### src/rtl/alu_arbiter.sv
`default_nettype none
// ============================================================================
//  Module   : alu_arbiter
//  Purpose  : Round-robin sharing of one clocked ALU between two requesters.
//             Each requester has a valid/ready request channel and a
//             valid/ready response channel. One operation is in flight at a
//             time: IDLE -> EXEC (ALU_LAT+1 cycles) -> RESP -> IDLE.
//  Revision : 1.0 - initial release
// ============================================================================
module alu_arbiter #(
  parameter int XLEN    = 32,
  parameter int ALU_LAT = 1
) (
  input  logic              clk,
  input  logic              rst_n,
  input  logic              flush,
  input  logic [1:0]        req_valid,
  output logic [1:0]        req_ready,
  input  logic [2*XLEN-1:0] req_rs1,
  input  logic [2*XLEN-1:0] req_rs2,
  input  logic [5:0]        req_funct3,
  input  logic [1:0]        req_funct7,
  output logic [1:0]        rsp_valid,
  input  logic [1:0]        rsp_ready,
  output logic [XLEN-1:0]   rsp_rd,
  output logic              rsp_z,
  output logic [XLEN-1:0]   alu_rs1,
  output logic [XLEN-1:0]   alu_rs2,
  output logic [2:0]        alu_funct3,
  output logic              alu_funct7,
  input  logic [XLEN-1:0]   alu_rd,
  input  logic              alu_z,
  output logic              busy
);

  localparam int            C_CW  = (ALU_LAT > 0) ? $clog2(ALU_LAT + 1) : 1;
  localparam logic [C_CW-1:0] C_LAT = C_CW'(ALU_LAT);

  typedef enum logic [1:0] {
    S_IDLE = 2'd0,
    S_EXEC = 2'd1,
    S_RESP = 2'd2
  } state_t;

  state_t          r_state;
  logic            r_prio;
  logic            r_grant;
  logic [C_CW-1:0] r_cnt;

  logic            w_gnt;
  logic            w_accept;
  logic            w_rsp_fire;

  // Grant selection: contested cycles go to the priority port, otherwise to
  // whichever port is requesting. Flush in IDLE blocks acceptance.
  always_comb begin
    w_gnt      = (&req_valid) ? r_prio : req_valid[1];
    w_accept   = (r_state == S_IDLE) && !flush && (|req_valid);
    w_rsp_fire = (r_state == S_RESP) && (|(rsp_valid & rsp_ready));
    req_ready  = 2'b00;
    // rst_n gating keeps req_ready low while reset is held, without a clock
    if (rst_n && w_accept) begin
      req_ready = w_gnt ? 2'b10 : 2'b01;
    end
  end

  // Arbitration FSM with registered ALU drive, response capture and status.
  always_ff @(posedge clk or negedge rst_n) begin
    if (!rst_n) begin
      r_state    <= S_IDLE;
      r_prio     <= 1'b0;
      r_grant    <= 1'b0;
      r_cnt      <= '0;
      rsp_valid  <= 2'b00;
      rsp_rd     <= '0;
      rsp_z      <= 1'b0;
      alu_rs1    <= '0;
      alu_rs2    <= '0;
      alu_funct3 <= 3'b000;
      alu_funct7 <= 1'b0;
      busy       <= 1'b0;
    end else begin
      case (r_state)
        S_IDLE: begin
          if (w_accept) begin
            alu_rs1    <= w_gnt ? req_rs1[XLEN +: XLEN] : req_rs1[0 +: XLEN];
            alu_rs2    <= w_gnt ? req_rs2[XLEN +: XLEN] : req_rs2[0 +: XLEN];
            alu_funct3 <= w_gnt ? req_funct3[5:3] : req_funct3[2:0];
            alu_funct7 <= w_gnt ? req_funct7[1] : req_funct7[0];
            r_grant    <= w_gnt;
            r_cnt      <= C_LAT;
            busy       <= 1'b1;
            r_state    <= S_EXEC;
          end
        end
        S_EXEC: begin
          if (flush) begin
            busy    <= 1'b0;
            r_state <= S_IDLE;
          end else if (r_cnt == '0) begin
            // ALU output has settled: capture it for the response phase
            rsp_rd    <= alu_rd;
            rsp_z     <= alu_z;
            rsp_valid <= r_grant ? 2'b10 : 2'b01;
            r_state   <= S_RESP;
          end else begin
            r_cnt <= r_cnt - 1'b1;
          end
        end
        S_RESP: begin
          if (flush) begin
            // result discarded, priority left where it was
            rsp_valid <= 2'b00;
            busy      <= 1'b0;
            r_state   <= S_IDLE;
          end else if (w_rsp_fire) begin
            r_prio    <= ~r_grant;
            rsp_valid <= 2'b00;
            busy      <= 1'b0;
            r_state   <= S_IDLE;
          end
        end
        default: begin
          rsp_valid <= 2'b00;
          busy      <= 1'b0;
          r_state   <= S_IDLE;
        end
      endcase
    end
  end

endmodule
`default_nettype wire

### config.mk
export PLATFORM = sky130hd
export DESIGN_NAME = alu_arbiter
export DESIGN_NICKNAME = d
export VERILOG_FILES = /design/src/rtl/alu_arbiter.sv
export SDC_FILE = /design/constraint.sdc
export NUM_CORES = 1
export LEC_CHECK = 0
export ABC_AREA = 1
export CAP_MARGIN = 30
export CORE_MARGIN = 5
export CORE_UTILIZATION = 42
export DETAILED_ROUTE_END_ITERATION = 10
export PLACE_DENSITY = 0.95
export SLEW_MARGIN = 25
export SYNTH_ARGS = -nofsm -noshare
export SYNTH_HDL_FRONTEND = slang
export SYNTH_SLANG_ARGS = --single-unit
### constraint.sdc
create_clock -name clk -period 2.6 [get_ports clk]
set_input_delay 0.26 -clock clk [delete_from_list [all_inputs] [get_ports clk]]
set_output_delay 0.26 -clock clk [all_outputs]
set_load 0.005 [all_outputs]
Word-level counts from Yosys, hierarchy flattened
Cells that the tools add are included.
{"block": "word_totals", "wordCells": 68, "input_bits": 176, "out_inout_bits": 106, "regBits": 109}
{"block": "op_classes", "addsub": 1, "n_mux": 25, "reduce_logical": 17, "bitwise": 5, "n_eq_ne": 8}
{"op": "$mux 32", "count": 2}
{"op": "$mux 2", "count": 10}
{"op": "$reduce_and 3->1", "count": 5}
{"op": "$pmux 2 s3", "count": 2}
{"op": "$mux 1", "count": 8}
{"op": "$ne 2x2->1 const B", "count": 4}
{"op": "$ne 3x3->1 const B", "count": 2}
{"op": "$logic_and 1x1->1", "count": 4}
{"op": "$not 1->1", "count": 4}
{"op": "$reduce_and 2->1", "count": 2}
{"op": "$reduce_and 4->1", "count": 1}
{"op": "$reduce_or 2->1", "count": 2}
{"op": "$mux 3", "count": 1}
{"op": "$pmux 1 s3", "count": 1}
{"op": "$and 2x2->2", "count": 1}
{"op": "$eq 2x1->1 const B", "count": 1}
{"op": "$eq 2x2->1 const B", "count": 1}
{"op": "$logic_not 2->1", "count": 1}
{"op": "$pmux 1 s2", "count": 1}
{"op": "$reduce_bool 2->1", "count": 1}
{"op": "$logic_not 1->1", "count": 1}
{"op": "$sub 1x1->1 const B", "count": 1}

Depth between registers and ports, before layout
Gate-level depths: netlist of the first run.
{"block": "logic_depth", "depth_word": 6, "depth_mapped": 9, "mapped_depth_nobuf": 8}

Worst setup path after synthesis of the first run
Ideal clock, no wire load.
{"block": "synth_path", "kind": "reg-to-output", "from": "reg r_state[0]", "to": "out req_ready[1]", "t_arrival_ns": 1.257, "stages_incl_launch_ff": 6, "path_buffers": 1, "slack_ns": 1.083, "required_ns": 2.340, "path_cell_list": "dfrtp_1 -> or2_4 -> nor3_4 -> buf_6 -> nand2_4 -> nor2_2"}
{"block": "synth_via", "elab_chain_len": 5}
{"item": "from (decl)", "line": "45", "text": "state_t r_state;"}
{"item": "from (signal assigned)", "line": "70", "text": "r_state <= S_IDLE;"}
{"item": "from (signal assigned)", "line": "93", "text": "r_state <= S_EXEC;"}
{"item": "from (signal assigned)", "line": "99", "text": "r_state <= S_IDLE;"}
{"item": "$logic_not 2->1", "line": "58", "text": "w_accept = (r_state == S_IDLE) && !flush && (|req_valid);"}
{"item": "$logic_and 1x1->1 (2 in a row)", "line": "58"}
{"item": "$logic_and 1x1->1", "line": "62", "text": "if (rst_n && w_accept) begin"}
{"item": "$mux 2", "line": "62"}
{"item": "to (decl)", "line": "18", "text": "output logic [1:0] req_ready,"}
Every way passes these cells.

Worst setup path in the final report of the first run
{"block": "layout_path", "from": "reg r_state[0]", "to": "out req_ready[0]"}
Same word-level chain as after synthesis.

==> summary.txt, run 1 <==
Tightest Pin Transition = 0.786 ns
Max Buffers Root-to-Sink = 2
max-cap viol count = 0
Pwr Total = 7940 uW
# fillers = 932
H-tree depth = 3
initial antenna violation count = 0
TNS Setup = 0 ns
Routed Antenna Nets = 0
antenna cell count = 0
fin crit period = 2.14 ns
CTS clock-pin slew for the worst setup and hold paths = 0.07 ns
Hold Path Class = input pin to async pin
initial core utilization = 42.5%
Max Clk Rate = 467 MHz
Nets = 1139
Inst Count DP = 1099
die area = 14400 um^2
syn nets = 873
GRT Resource Usage Total = 21.8%
final setup vio count = 0
largest net degree at the start of global routing = 72
Via density = 4.69
area occupied by multi-input gates = 2100 um^2
synth top area cells = dfrtp_1 (54%), nand2_1 (39%), buf_2 (2.1%)
register area share after synthesis = 53.9%
RSZ-0062 raised after global routing = false
Cells after Synth = 697
layout cell share with drive strength beyond 1 = 3.52%
Cell Rows = 40
final WL = 16.0 mm
Slew Limit Fails = 0
final worst path period share = 82.3%
CP max FO = 4
DRC = 0
width of the die = 120 um
core area = 11900 um^2
Core Util, Final = 69.1%
Final GP Congestion = 0.822
Overflow after GRT = 0
vias = 5230
crit end category = primary output
Seq. cell area = 2730 um^2
CP arrival = 1.88 ns
root buf cell = clkbuf_16
cell area after synthesis = 5060 um^2
reg2reg end = alu_rs2[0]$_DFFE_PN0P_
Post-CTS Setup Inserts = 0
commonest cells after routing, fill and taps aside = nand2_1 (528), clkdlybuf4s50_1 (280), dfrtp_1 (109)
post-synth top area share = 53.9%
first-pass GRT wire length = 25.1 mm
synthesized area per cell = 7.27 um^2
leak pwr = 0.00422 uW
area grow syn2layout = 62.5%
post_cts resized = 0
hold_buf cts = 0
clk_skew = 0.00782 ns
r2r startpoint = r_state[0]$_DFFE_PN0P_
Hold Vio Cnt, Final = 0
die height = 120 um
cell taking the most area after synthesis = dfrtp_1
total iterations of the first detailed-routing run = 4
P per Cell Area = 965 nW/um^2
peak supply drop = 0.827 mV
Req. time, crit path = 2.34 ns
DP Wirelength = 12.0 mm
Skew-Pair Late Insertion Delay = 0.35 ns
Sink Count = 109
commonest non-fill, non-tap cell in the layout = nand2_1
Yosys warnings = 0
1st-iter DRT viols = 374
I/O pin cnt = 282
status = finished, final reports clean
remaining max-slew budget at the tightest pin = 47.6%
crit start category = register
cts bufs inserted = 9
Yosys cell types = 18
number of global-route vias before repair = 5133
CTS tree = yes
FF+latch count, synth = 109
R2R cell count = 5
Routed wire per std cell = 14.4 um
port bufs = 281
reg2reg setup slack = 0.80 ns
final non-filler cell total = 1114
critical path class = register to primary output
-- layer usage --
layer / vias up / wire length (um) / GRT usage (%)
met4: 0 / 437 / 8.73
met3: 31 / 1410 / 6.60
met1: 2401 / 6270 / 24.8
met5: - / 0 / 0
li1: 2604 / - / -
met2: 194 / 7880 / 38.3
-- cell usage after synthesis (all sizes together) --
cell and count:
buf 29, clkbuf 5, dfrtp 109, inv 8, nand2 531, nand3 3
nor2 6, nor3 2, o21ai 3, or2 1
-- stage by stage --
step | area (um^2) | hold WS (ns) | setup WS [ns]
final | 8230 | 0.0319 | 0.460
after global routing | 8230 | 0.0953 | 0.362
after CTS | 8230 | 0.0613 | 0.431
after detailed placement | 7910 | 0.435 | 0.584
after global placement | 7910 | 0.427 | 0.595
after floorplan | 5060 | -0.0356 | 1.08
-- flip-flops by register name, indices dropped and copies added, names as in the netlist --
| name | flops |
|---|---|
| rsp_valid | 2 |
| rsp_z | 1 |
| rsp_rd | 32 |
| r_state | 2 |
| r_grant | 1 |
| alu_rs1 | 32 |
| r_cnt | 1 |
| r_prio | 1 |
| alu_funct7 | 1 |
| alu_rs2 | 32 |
| alu_funct3 | 3 |
| busy | 1 |
-- critical path: stages, from the launching register on --
cell and delay, ns:
dfrtp_1 0.38, or2_4 0.28, nor2_1 0.13, nand2_2 0.07, nor3_1 0.14, clkdlybuf4s50_1 0.54
-- power breakdown --
group          leakage [uW]  internal, uW  switching (uW)
combinational       0.00270          2010            1500
sequential          0.00137          2510             471
clock              0.000158           860             589
-- how the worst max path moves through the flow --
stage / from / to / slack (ns) / cells after the start
after floorplan: r_state[0]$_DFFE_PN0P_ / req_ready[1] / 1.08 / 5
after global placement: req_valid[1] / alu_rs2[13]$_DFFE_PN0P_ / 0.60 / 7
after detailed placement: req_valid[1] / alu_rs1[28]$_DFFE_PN0P_ / 0.58 / 7
after CTS: r_state[1]$_DFFE_PN0P_ / req_ready[0] / 0.43 / 5
after global routing: r_state[1]$_DFFE_PN0P_ / req_ready[0] / 0.36 / 5
final: r_state[0]$_DFFE_PN0P_ / req_ready[0] / 0.46 / 5
-- logic make-up (layout without fill, tap and decap cells) --
| family | after synthesis | count (layout) | share of synthesized area [%] |
|---|---|---|---|
| buffers and inverters | 42 | 312 | 4.74 |
| AND/OR/NAND/NOR | 543 | 543 | 41.0 |
| flip-flops | 109 | 109 | 53.9 |
| AO/OA/AOI/OAI | 3 | 3 | 0.371 |
-- layout make-up --
type,count,share of cell area (%)
clock inverter,5,0.912
timing repair buffer,289,34.9
clock buffer,10,2.90
sequential,109,33.2
tap,147,2.24
multi-input combinational,546,25.5
inverter,8,0.365
(Power assumes the default switching activity.)
==> run 2: changes to the inputs <==
--- a/config.mk
+++ b/config.mk
@@ -8,9 +8,9 @@
 export ABC_AREA = 1
 export CAP_MARGIN = 30
 export CORE_MARGIN = 5
-export CORE_UTILIZATION = 42
+export CORE_UTILIZATION = 35
 export DETAILED_ROUTE_END_ITERATION = 10
-export PLACE_DENSITY = 0.95
+export PLACE_DENSITY = 0.86
 export SLEW_MARGIN = 25
 export SYNTH_ARGS = -nofsm -noshare
 export SYNTH_HDL_FRONTEND = slang
==> constraint.sdc (replaced) <==
create_clock -name clk -period 1.85 [get_ports clk]
set_input_delay 0.185 -clock clk [delete_from_list [all_inputs] [get_ports clk]]
set_output_delay 0.185 -clock clk [all_outputs]
set_load 0.005 [all_outputs]
==> run 2 against run 1 <==
Power rose by 38%. Final cell count rose by 4.2%. Count of clock-buffer cells in the layout unchanged. Core utilization decreased by 11 points. First-iteration DRC count down 35%. Sequential power grew 40%. Clock power rose by 25%. Via count shrank 1.5%. Global-route usage decreased by 3.7 points. Sequential share of layout area decreased by 0.56 points. Die area rose by 18%. Worst setup slack got worse by 0.28 ns.
==> summary.txt, run 2 (synthesis gave the netlist of run 1 again) <==
die area = 17000 um^2 (was 14400 um^2)
critical path class = register to primary output (unchanged)
Hold Vio Cnt, Final = 0 (unchanged)
Clock power frac = 16.4% (was 18.3%)
sequential share of power = 37.9% (was 37.5%)
met1 Usage GRT = 22.2% (was 24.8%)
grt peak-use layer = met2 (unchanged)
Crit-path slowest cell = dfrtp_1 (was clkdlybuf4s50_1)
core area = 14400 um^2 (was 11900 um^2)
crit start category = register (unchanged)
number of global-route vias before repair = 4947 (was 5133)
CP max FO = 4 (unchanged)
vias = 5152 (was 5230)
remaining max-slew budget at the tightest pin = 52.5% (was 47.6%)
1st-iter DRT viols = 243 (was 374)
Overflow after GRT = 0 (unchanged)
largest registers = alu_rs1 (32), alu_rs2 (32), rsp_rd (32) (unchanged)
CTS tree = yes (unchanged)
final worst path period share = 90.2%
DRC = 0 (unchanged)
crit path cell chain = or2_4 > nor2_1 > nand2_2 > nor3_2 > clkbuf_2 (was or2_4 > nor2_1 > nand2_2 > nor3_1 > clkdlybuf4s50_1)
Comb power frac = 45.7% (was 44.2%)
max-cap viol count = 0 (unchanged)
status = finished, final reports clean (unchanged)
width of the die = 130 um (was 120 um)
Slew Limit Fails = 0 (unchanged)
H-tree depth = 3 (unchanged)
Routed Antenna Nets = 0 (unchanged)
Max Clk Rate = 600 MHz
Psw = 3580 uW (was 2560 uW)
commonest cells after routing, fill and taps aside = nand2_1 (528), clkdlybuf4s50_1 (278), dfrtp_1 (109) (was nand2_1 (528), clkdlybuf4s50_1 (280), dfrtp_1 (109))
Final GP Congestion = 0.804 (was 0.822)
clk_skew = 0.00813 ns (was 0.00782 ns)
final WL = 15.9 mm (was 16.0 mm)
Max Buffers Root-to-Sink = 2 (unchanged)
Hold Path Class = input pin to async pin (unchanged)
antenna cell count = 0 (unchanged)
Pwr Total = 11000 uW (was 7940 uW)
Sw Share = 32.6% (was 32.2%)
area grow syn2layout = 65.2% (was 62.5%)
Pint = 7400 uW (was 5390 uW)
Sink Count = 109 (unchanged)
CP arrival = 1.48 ns (was 1.88 ns)
total iterations of the first detailed-routing run = 4 (unchanged)
cts bufs inserted = 9 (unchanged)
Req. time, crit path = 1.66 ns (was 2.34 ns)
P per Cell Area = 1310 nW/um^2 (was 965 nW/um^2)
die height = 130 um (was 120 um)
RSZ-0062 raised after global routing = false (unchanged)
initial core utilization = 35.2% (was 42.5%)
layout cell share with drive strength beyond 1 = 4.81% (was 3.52%)
DP Wirelength = 12.1 mm (was 12.0 mm)
I/O pin cnt = 282 (unchanged)
port bufs = 281 (unchanged)
leak pwr = 0.00427 uW (was 0.00422 uW)
Routed wire per std cell = 13.7 um (was 14.4 um)
first-pass GRT wire length = 24.5 mm (was 25.1 mm)
GRT Resource Usage Total = 18.1% (was 21.8%)
Nets = 1149 (was 1139)
CP max stage delay = 0.40 ns (was 0.54 ns)
Inst Count DP = 1146 (was 1099)
Tightest Pin Transition = 0.712 ns (was 0.786 ns)
root buf cell = clkbuf_16 (unchanged)
CTS clock-pin slew for the worst setup and hold paths = 0.07 ns (about the same)
Post-CTS Setup Inserts = 0 (unchanged)
initial antenna violation count = 0 (unchanged)
crit end category = primary output (unchanged)
met3 usage = 4.26% (was 6.60%)
Cell Rows = 44 (was 40)
Via density = 4.44 (was 4.69)
Skew-Pair Late Insertion Delay = 0.34 ns (was 0.35 ns)
met2 track demand over resource = 31.3% (was 38.3%)
commonest non-fill, non-tap cell in the layout = nand2_1 (unchanged)
final non-filler cell total = 1161 (was 1114)
final setup vio count = 0 (unchanged)
fin crit period = 1.67 ns
peak supply drop = 0.662 mV (was 0.827 mV)
largest net degree at the start of global routing = 58 (was 72)
[run 2: power by group through the flow]
stage | Combinational, uW | Sequential (uW) | Clock, uW
6_report | 5010 | 4160 | 1810
3_5_place_dp | 5100 | 4170 | 0
2_1_floorplan | 1730 | 4250 | 0
4_1_cts | 5110 | 4170 | 1870
3_3_place_gp | 4990 | 4140 | 0
5_1_grt | 5510 | 4320 | 1950
[run 2: timing repair]
item	4_1_cts	5_1_grt
hold buffers	0	0
pin swaps	0	0
endpoints found under the hold margin	0	0
setup endpoints to repair	2	2
cloned	0	0
resized for setup	3	4
[run 2: final cells by class]
class | count | area (um^2)
fillers | 1265 | 6000
flip-flops and latches | 109 | 2730
well taps | 184 | 230
inverters | 8 | 30.0
clock buffers | 10 | 239
clock inverters | 5 | 36.3
multi-input cells | 546 | 2110
repair buffers | 299 | 3000
[run 2: path summary, 6_finish.rpt]
check / slack (ns) / startpoint / cells after the start / end
max in group asynchronous: 1.34 / rst_n / 2 / rsp_rd[7]$_DFFE_PN0P_
worst max-delay path: 0.18 / r_state[1]$_DFFE_PN0P_ / 5 / req_ready[0]
min in group clk: 0.37 / alu_rd[27] / 3 / rsp_rd[27]$_DFFE_PN0P_
worst max register to register: 0.24 / r_state[1]$_DFFE_PN0P_ / 6 / alu_rs2[28]$_DFFE_PN0P_
worst min register to register: 0.47 / rsp_rd[16]$_DFFE_PN0P_ / 2 / rsp_rd[16]$_DFFE_PN0P_
worst min-delay path: 0.02 / rst_n / 2 / alu_rs2[17]$_DFFE_PN0P_
[run 2: critical path, delay by kind of cell, from the launching register on]
family	cells	cell delay, ns
AND/OR/NAND/NOR	4	0.60
flip-flops	1	0.40
buffers and inverters	1	0.14
[run 2: stage by stage]
stage	hold slack [ns]	utilization (%)	setup WS (ns)	area, um^2	TNS [ns]
2_1_floorplan	-0.111	-	0.408	5060	0
3_3_place_gp	0.417	56.4	-0.0421	8100	-0.0421
3_5_place_dp	0.412	56.4	-0.0168	8100	-0.0168
4_1_cts	0.0347	58.3	0.0407	8380	0
5_1_grt	0.0779	58.2	0.0979	8370	0
6_report	0.0236	58.2	0.182	8370	0
[run 2: per-layer routing]
layer	wire, um	vias up
met5	0	-
met4	311	0
met3	1360	19
met2	7850	173
met1	6340	2342
li1	-	2618
